[config.mk]
export PLATFORM = sky130hd
export DESIGN_NAME = fetch_unit
export DESIGN_NICKNAME = d
export VERILOG_FILES = /design/src/rtl/fetch_pkg.sv /design/src/rtl/if_id_reg.sv /design/src/rtl/fetch_unit.sv
export SDC_FILE = /design/constraint.sdc
export NUM_CORES = 1
export LEC_CHECK = 0
export BUFFER_PORTS_ARGS = -buffer_cell sky130_fd_sc_hd__buf_2
export CAP_MARGIN = 30
export CORE_MARGIN = 2
export CORE_UTILIZATION = 35
export CTS_BUF_LIST = sky130_fd_sc_hd__clkbuf_4 sky130_fd_sc_hd__clkbuf_8
export DETAILED_ROUTE_END_ITERATION = 12
export HOLD_SLACK_MARGIN = 0.1
export PLACE_DENSITY = 0.66
export SLEW_MARGIN = 10
export SYNTH_ARGS = -nofsm -noshare
export SYNTH_HDL_FRONTEND = slang
export SYNTH_SLANG_ARGS = --single-unit
[constraint.sdc]
create_clock -name clk -period 2.3 [get_ports clk]
set_input_delay 0 -clock clk [delete_from_list [all_inputs] [get_ports clk]]
set_output_delay 0 -clock clk [all_outputs]
set_load 0.02 [all_outputs]
[src/rtl/fetch_pkg.sv]
// rtl/fetch_pkg.sv - shared types and constants for the instruction-fetch stage
package fetch_pkg;

    localparam logic [31:0] NOP_INSTR_DEFAULT = 32'h0000_0000;

    typedef enum logic [1:0] {
        FETCH = 2'd0,
        HOLD  = 2'd1,
        KILL  = 2'd2
    } fetch_state_t;

    typedef struct packed {
        logic [31:0] instr;
        logic [31:0] pc;
        logic        valid;
    } ifid_t;

endpackage

[src/rtl/if_id_reg.sv]
// rtl/if_id_reg.sv - IF/ID pipeline register with load, hold and flush controls
module if_id_reg
    import fetch_pkg::*;
#(
    parameter logic [31:0] NOP_INSTR = NOP_INSTR_DEFAULT
) (
    input  logic  clk,
    input  logic  rst,
    input  logic  load,
    input  logic  flush,
    input  ifid_t d,
    output ifid_t q
);

    always_ff @(posedge clk) begin
        if (rst || flush) begin
            q <= '{instr: NOP_INSTR, pc: 32'h0, valid: 1'b0};
        end else if (load) begin
            q <= d;
        end
    end

endmodule

[src/rtl/fetch_unit.sv]
// rtl/fetch_unit.sv - PC, fetch FSM and skid feeding the IF/ID register
// Optional FETCH_PERF_EN adds fetched/stall/flush performance counters.
module fetch_unit
    import fetch_pkg::*;
#(
    parameter logic [31:0] RESET_PC  = 32'h0000_0000,
    parameter logic [31:0] NOP_INSTR = NOP_INSTR_DEFAULT
) (
    input  logic        clk,
    input  logic        rst,
    input  logic        freeze,
    input  logic        branch_taken,
    input  logic [31:0] branch_addr,
    output logic        imem_req,
    output logic [31:0] imem_addr,
    input  logic        imem_ack,
    input  logic [31:0] imem_rdata,
    output logic [31:0] Instruction_out,
    output logic [31:0] PC_out,
    output logic        valid_out
`ifdef FETCH_PERF_EN
    ,
    output logic [31:0] perf_fetched,
    output logic [31:0] perf_stall,
    output logic [31:0] perf_flush
`endif
);

    fetch_state_t state_q, state_d;
    logic [31:0]  pc_q, pc_d;
    logic [31:0]  stale_q, stale_d;
    ifid_t        skid_q, skid_d;
    ifid_t        ifid_q, ifid_d;
    logic         ifid_load, ifid_flush;
    logic         fetch_accept;
    logic [31:0]  pc_next;

    assign pc_next = pc_q + 32'd4;

    // Request lines depend only on registered state; rst merely masks them.
    assign imem_req  = !rst && (state_q != HOLD);
    assign imem_addr = (state_q == KILL) ? stale_q : pc_q;

    always_ff @(posedge clk) begin
        if (rst) begin
            state_q <= FETCH;
            pc_q    <= RESET_PC;
            stale_q <= 32'h0;
            skid_q  <= '0;
        end else begin
            state_q <= state_d;
            pc_q    <= pc_d;
            stale_q <= stale_d;
            skid_q  <= skid_d;
        end
    end

    always_comb begin
        state_d      = state_q;
        pc_d         = pc_q;
        stale_d      = stale_q;
        skid_d       = skid_q;
        ifid_load    = 1'b0;
        ifid_flush   = 1'b0;
        ifid_d       = '{instr: NOP_INSTR, pc: ifid_q.pc, valid: 1'b0};
        fetch_accept = 1'b0;
        if (branch_taken) begin
            ifid_flush = 1'b1;
            skid_d     = '0;
            pc_d       = branch_addr;
            // An unanswered request must still be drained before refetching.
            if (state_q == FETCH && !imem_ack) begin
                state_d = KILL;
                stale_d = pc_q;
            end else if (state_q == KILL && !imem_ack) begin
                state_d = KILL;
            end else begin
                state_d = FETCH;
            end
        end else begin
            unique case (state_q)
                FETCH: begin
                    if (imem_ack) begin
                        fetch_accept = 1'b1;
                        pc_d         = pc_next;
                        if (freeze) begin
                            skid_d  = '{instr: imem_rdata, pc: pc_next, valid: 1'b1};
                            state_d = HOLD;
                        end else begin
                            ifid_load = 1'b1;
                            ifid_d    = '{instr: imem_rdata, pc: pc_next, valid: 1'b1};
                        end
                    end else if (!freeze) begin
                        ifid_load = 1'b1;
                    end
                end
                HOLD: begin
                    if (!freeze) begin
                        ifid_load = 1'b1;
                        ifid_d    = skid_q;
                        skid_d    = '0;
                        state_d   = FETCH;
                    end
                end
                KILL: begin
                    if (imem_ack) begin
                        state_d = FETCH;
                    end
                end
                default: state_d = FETCH;
            endcase
        end
    end

    if_id_reg #(
        .NOP_INSTR(NOP_INSTR)
    ) u_if_id_reg (
        .clk   (clk),
        .rst   (rst),
        .load  (ifid_load),
        .flush (ifid_flush),
        .d     (ifid_d),
        .q     (ifid_q)
    );

    assign Instruction_out = ifid_q.instr;
    assign PC_out          = ifid_q.pc;
    assign valid_out       = ifid_q.valid;

`ifdef FETCH_PERF_EN
    always_ff @(posedge clk) begin
        if (rst) begin
            perf_fetched <= 32'h0;
            perf_stall   <= 32'h0;
            perf_flush   <= 32'h0;
        end else begin
            if (fetch_accept) perf_fetched <= perf_fetched + 32'd1;
            if (imem_req && !imem_ack) perf_stall <= perf_stall + 32'd1;
            if (branch_taken) perf_flush <= perf_flush + 32'd1;
        end
    end
`else
    logic unused_accept;
    assign unused_accept = fetch_accept;
`endif

endmodule
==> run summary <==
Status: completed
Post-DP HPWL: 17.7 mm
Die height: 162 um
Drt first-iter violations: 714
Share of cells above drive strength 1: 0.248
Total gr overflow: 0
Post-synth ARST share: 0
Post-synthesis sequential area ratio: 0.449
Relative slew slack: 0.494
GRT Util Overall: 0.200
Initial antenna violation count: 0
Final setup viols: 0
First-pass GRT wire length: 42.2 mm
Leakage: 0.00445 uW
H-Tree Depth: 4
Largest net degree at the start of global routing: 67
CTS tree: done
CTS buffer count: 17
Top cell type's share of synthesized area: 0.449
CTS root buffer: clkbuf_8
# DRC: 0
IO Port Bufs: 166
CTS sink cnt: 196
Chip Width: 162 um
Area grow syn2layout: 27.3%
Worst setup EP type: flip-flop
P_sw: 2060 uW
Vias in the first global route: 8,046
R2R setup slack: 0.18 ns
Worst Path Required: 2.65 ns
Core area: 24,400 um2
Synth cell count leaders: dfxtp_1 (196), nor2_1 (136), nand2_1 (118)
Wire length per cell: 17.0 um
Mapped Cells: 1,031
Total power draw: 6910 uW
Vias post-DR: 8,353
Synthesized area per cell: 8.48 um2
Stages on worst setup path: 5
Initial DRT Pass Iterations: 5
Count of final hold-check violations: 0
Post-DR vias/cell: 5.32
Proportion of power drawn by the clock network: 0.327
Max Clock Skew: 0.0162 ns
Peak VDD IR: 0.000463 V
Worst setup startpoint: pc_q[11]
Crit path max fanout: 7
Logic pwr share: 0.152
Net Sw Frac: 0.298
Worst skew pair latency: 0.46 ns
Largest cells by area after synthesis: dfxtp_1 (45%), nor2_1 (5.8%), nand2_1 (5.1%), a221oi_1 (4.3%), o21ai_0 (3.9%)
Final Max Slew Viols: 0
Final estimated routing congestion in global placement: 0.823
# IOs: 167
Worst path bufs/invs: 0
Final design utilization: 0.456
Ordered cell list for the critical path: nand4_2, or4_1, xnor2_1, a221oi_1, nor2_1
Path category of the worst min-delay check: input pin to flip-flop
Crit path capture: u_if_id_reg.q[18]
Num rows: 57
RSZ-0062 raised after global routing: false
Synth unique cells: 55
DIE AREA: 26,300 um2
Worst reg2reg path depth: 5
Most common cell in the netlist: dfxtp_1
CP startpoint kind: flip-flop
# nets final: 1,303
Sum Neg Setup Slack: 0 ns
Synthesized area: 8740 um2
Fmax: 0.471 GHz
Post-synth top area cell: dfxtp_1
Synthesis-stage register bit count: 196
Arr. time, crit path: 2.47 ns
Final std cells w/o fill: 1,570
P_int: 4850 uW
# Post-CTS Setup Buffers: 0
Worst flop-to-flop path startpoint: pc_q[11]
Ant. Diodes: 0
Critical-path top delay cell: or4_1
Setup CP Type: flip-flop to flip-flop
Top FF cell, synth: dfxtp_1
Dpl cells: 1,463
Reg2Reg Capture Point: u_if_id_reg.q[18]
Period Utilization, post-route: 0.922
Number of max-cap violations: 0
CP delay by family, top: simple AND/OR/NAND/NOR gates
CP peak stage delay: 0.78 ns
Yosys warns: 0
Starting Density: 0.358
Antenna Nets Post-Route: 0
Bufs on Longest Clock Path: 2
CTS Hold Bufs: 75
Post-CTS sizing: 0
Syn Nets: 1,101
Period minus WS final: 2.12 ns
Slew @ Worst Pin: 0.759 ns
Worst-path clk slew: 0.11 ns
DRT Wirelength: 26.7 mm
Pwr per Cell Area: 621 nW/um2
Sequential share of power: 0.521
Post-synth EDFFs: 0
-- placed cells by master, fill, tap and decap left out, drive strengths merged, types with 3 or more instances in the layout --
cell and instances:
a221oi 43, nor4 16, buf 216, mux2i 3
a31oi 8, o211a 3, and3 8, xnor2 23
o21ai 74, o221ai 4, xor2 25, a21oi 63
o22ai 7, a211oi 19, a32o 5, nand4 15
or4 4, nor3 19, dfxtp 196, clkbuf 18
or3 3, clkinvlp 5, nor2b 5, dlygate4sd3 75
mux2 29, nor2 136, inv 11, a22oi 38
and2 7, and4 6, nand2 118, nand3 21
o21bai 3
-- cell type report --
cell class                 count  area [um2]
tap                          324         405
timing repair buffer         291        1990
multi-input combinational    722        4400
fill                        2431       13300
clock buffer                  18         248
clock inverter                14         141
sequential                   196        3930
inverter                       5        18.8
-- per-layer routing --
layer	track usage	vias up	wire length [um]
met4	0.0611	0	553
li1	-	4073	-
met1	0.263	3999	12100
met3	0.0383	39	1220
met5	0	-	0
met2	0.333	242	12900
-- tightest hold or removal path, cell delays in order --
cell           delay (ns)
dlygate4sd3_1        0.51
buf_2                0.10
a21oi_1              0.05
nor2_1               0.07
-- state kept, by name, indices dropped and copies added, names as in the netlist --
register and flops:
u_if_id_reg.q 65, pc_q 32, state_q 2, stale_q 32, skid_q 65
-- logic make-up (layout without fill, tap and decap cells) --
logic type,after synthesis,after routing,synth area share
and+or+nand+nor,365,365,0.201
muxes,32,32,0.0408
DFF,196,196,0.449
AOI/OAI and AO/OA,276,276,0.206
buffers and inverters,113,328,0.0534
xor gates and xnor gates,48,48,0.0481
adders and majority gates,1,1,0.00143
-- worst min path at each step --
stage	from	to	slack (ns)	cells past startpoint
6_report	branch_addr[3]	pc_q[3]	0.31	4
4_1_cts	branch_addr[3]	pc_q[3]	0.29	4
3_3_place_gp	branch_addr[1]	pc_q[1]	0.24	3
5_1_grt	branch_addr[2]	pc_q[2]	0.31	4
2_1_floorplan	branch_addr[2]	pc_q[2]	0.14	2
3_5_place_dp	branch_addr[3]	pc_q[3]	0.25	3
-- stage by stage --
| step | hold WS, ns | area [um2] | setup slack [ns] |
|---|---|---|---|
| final | 0.309 | 11100 | 0.179 |
| after detailed placement | 0.252 | 9990 | 0.218 |
| after CTS | 0.289 | 11100 | 0.177 |
| after global routing | 0.306 | 11100 | 0.00712 |
| after global placement | 0.238 | 9990 | 0.240 |
| after floorplan | 0.143 | 8740 | 0.304 |
-- power groups by stage --
stage	logic (uW)	registers (uW)	clock network, uW
after floorplan	572	3680	0
after global placement	936	3680	0
after detailed placement	942	3680	0
after CTS	1050	3600	2320
after global routing	1130	3620	2470
final	1050	3600	2260
(Power assumes the default switching activity.)
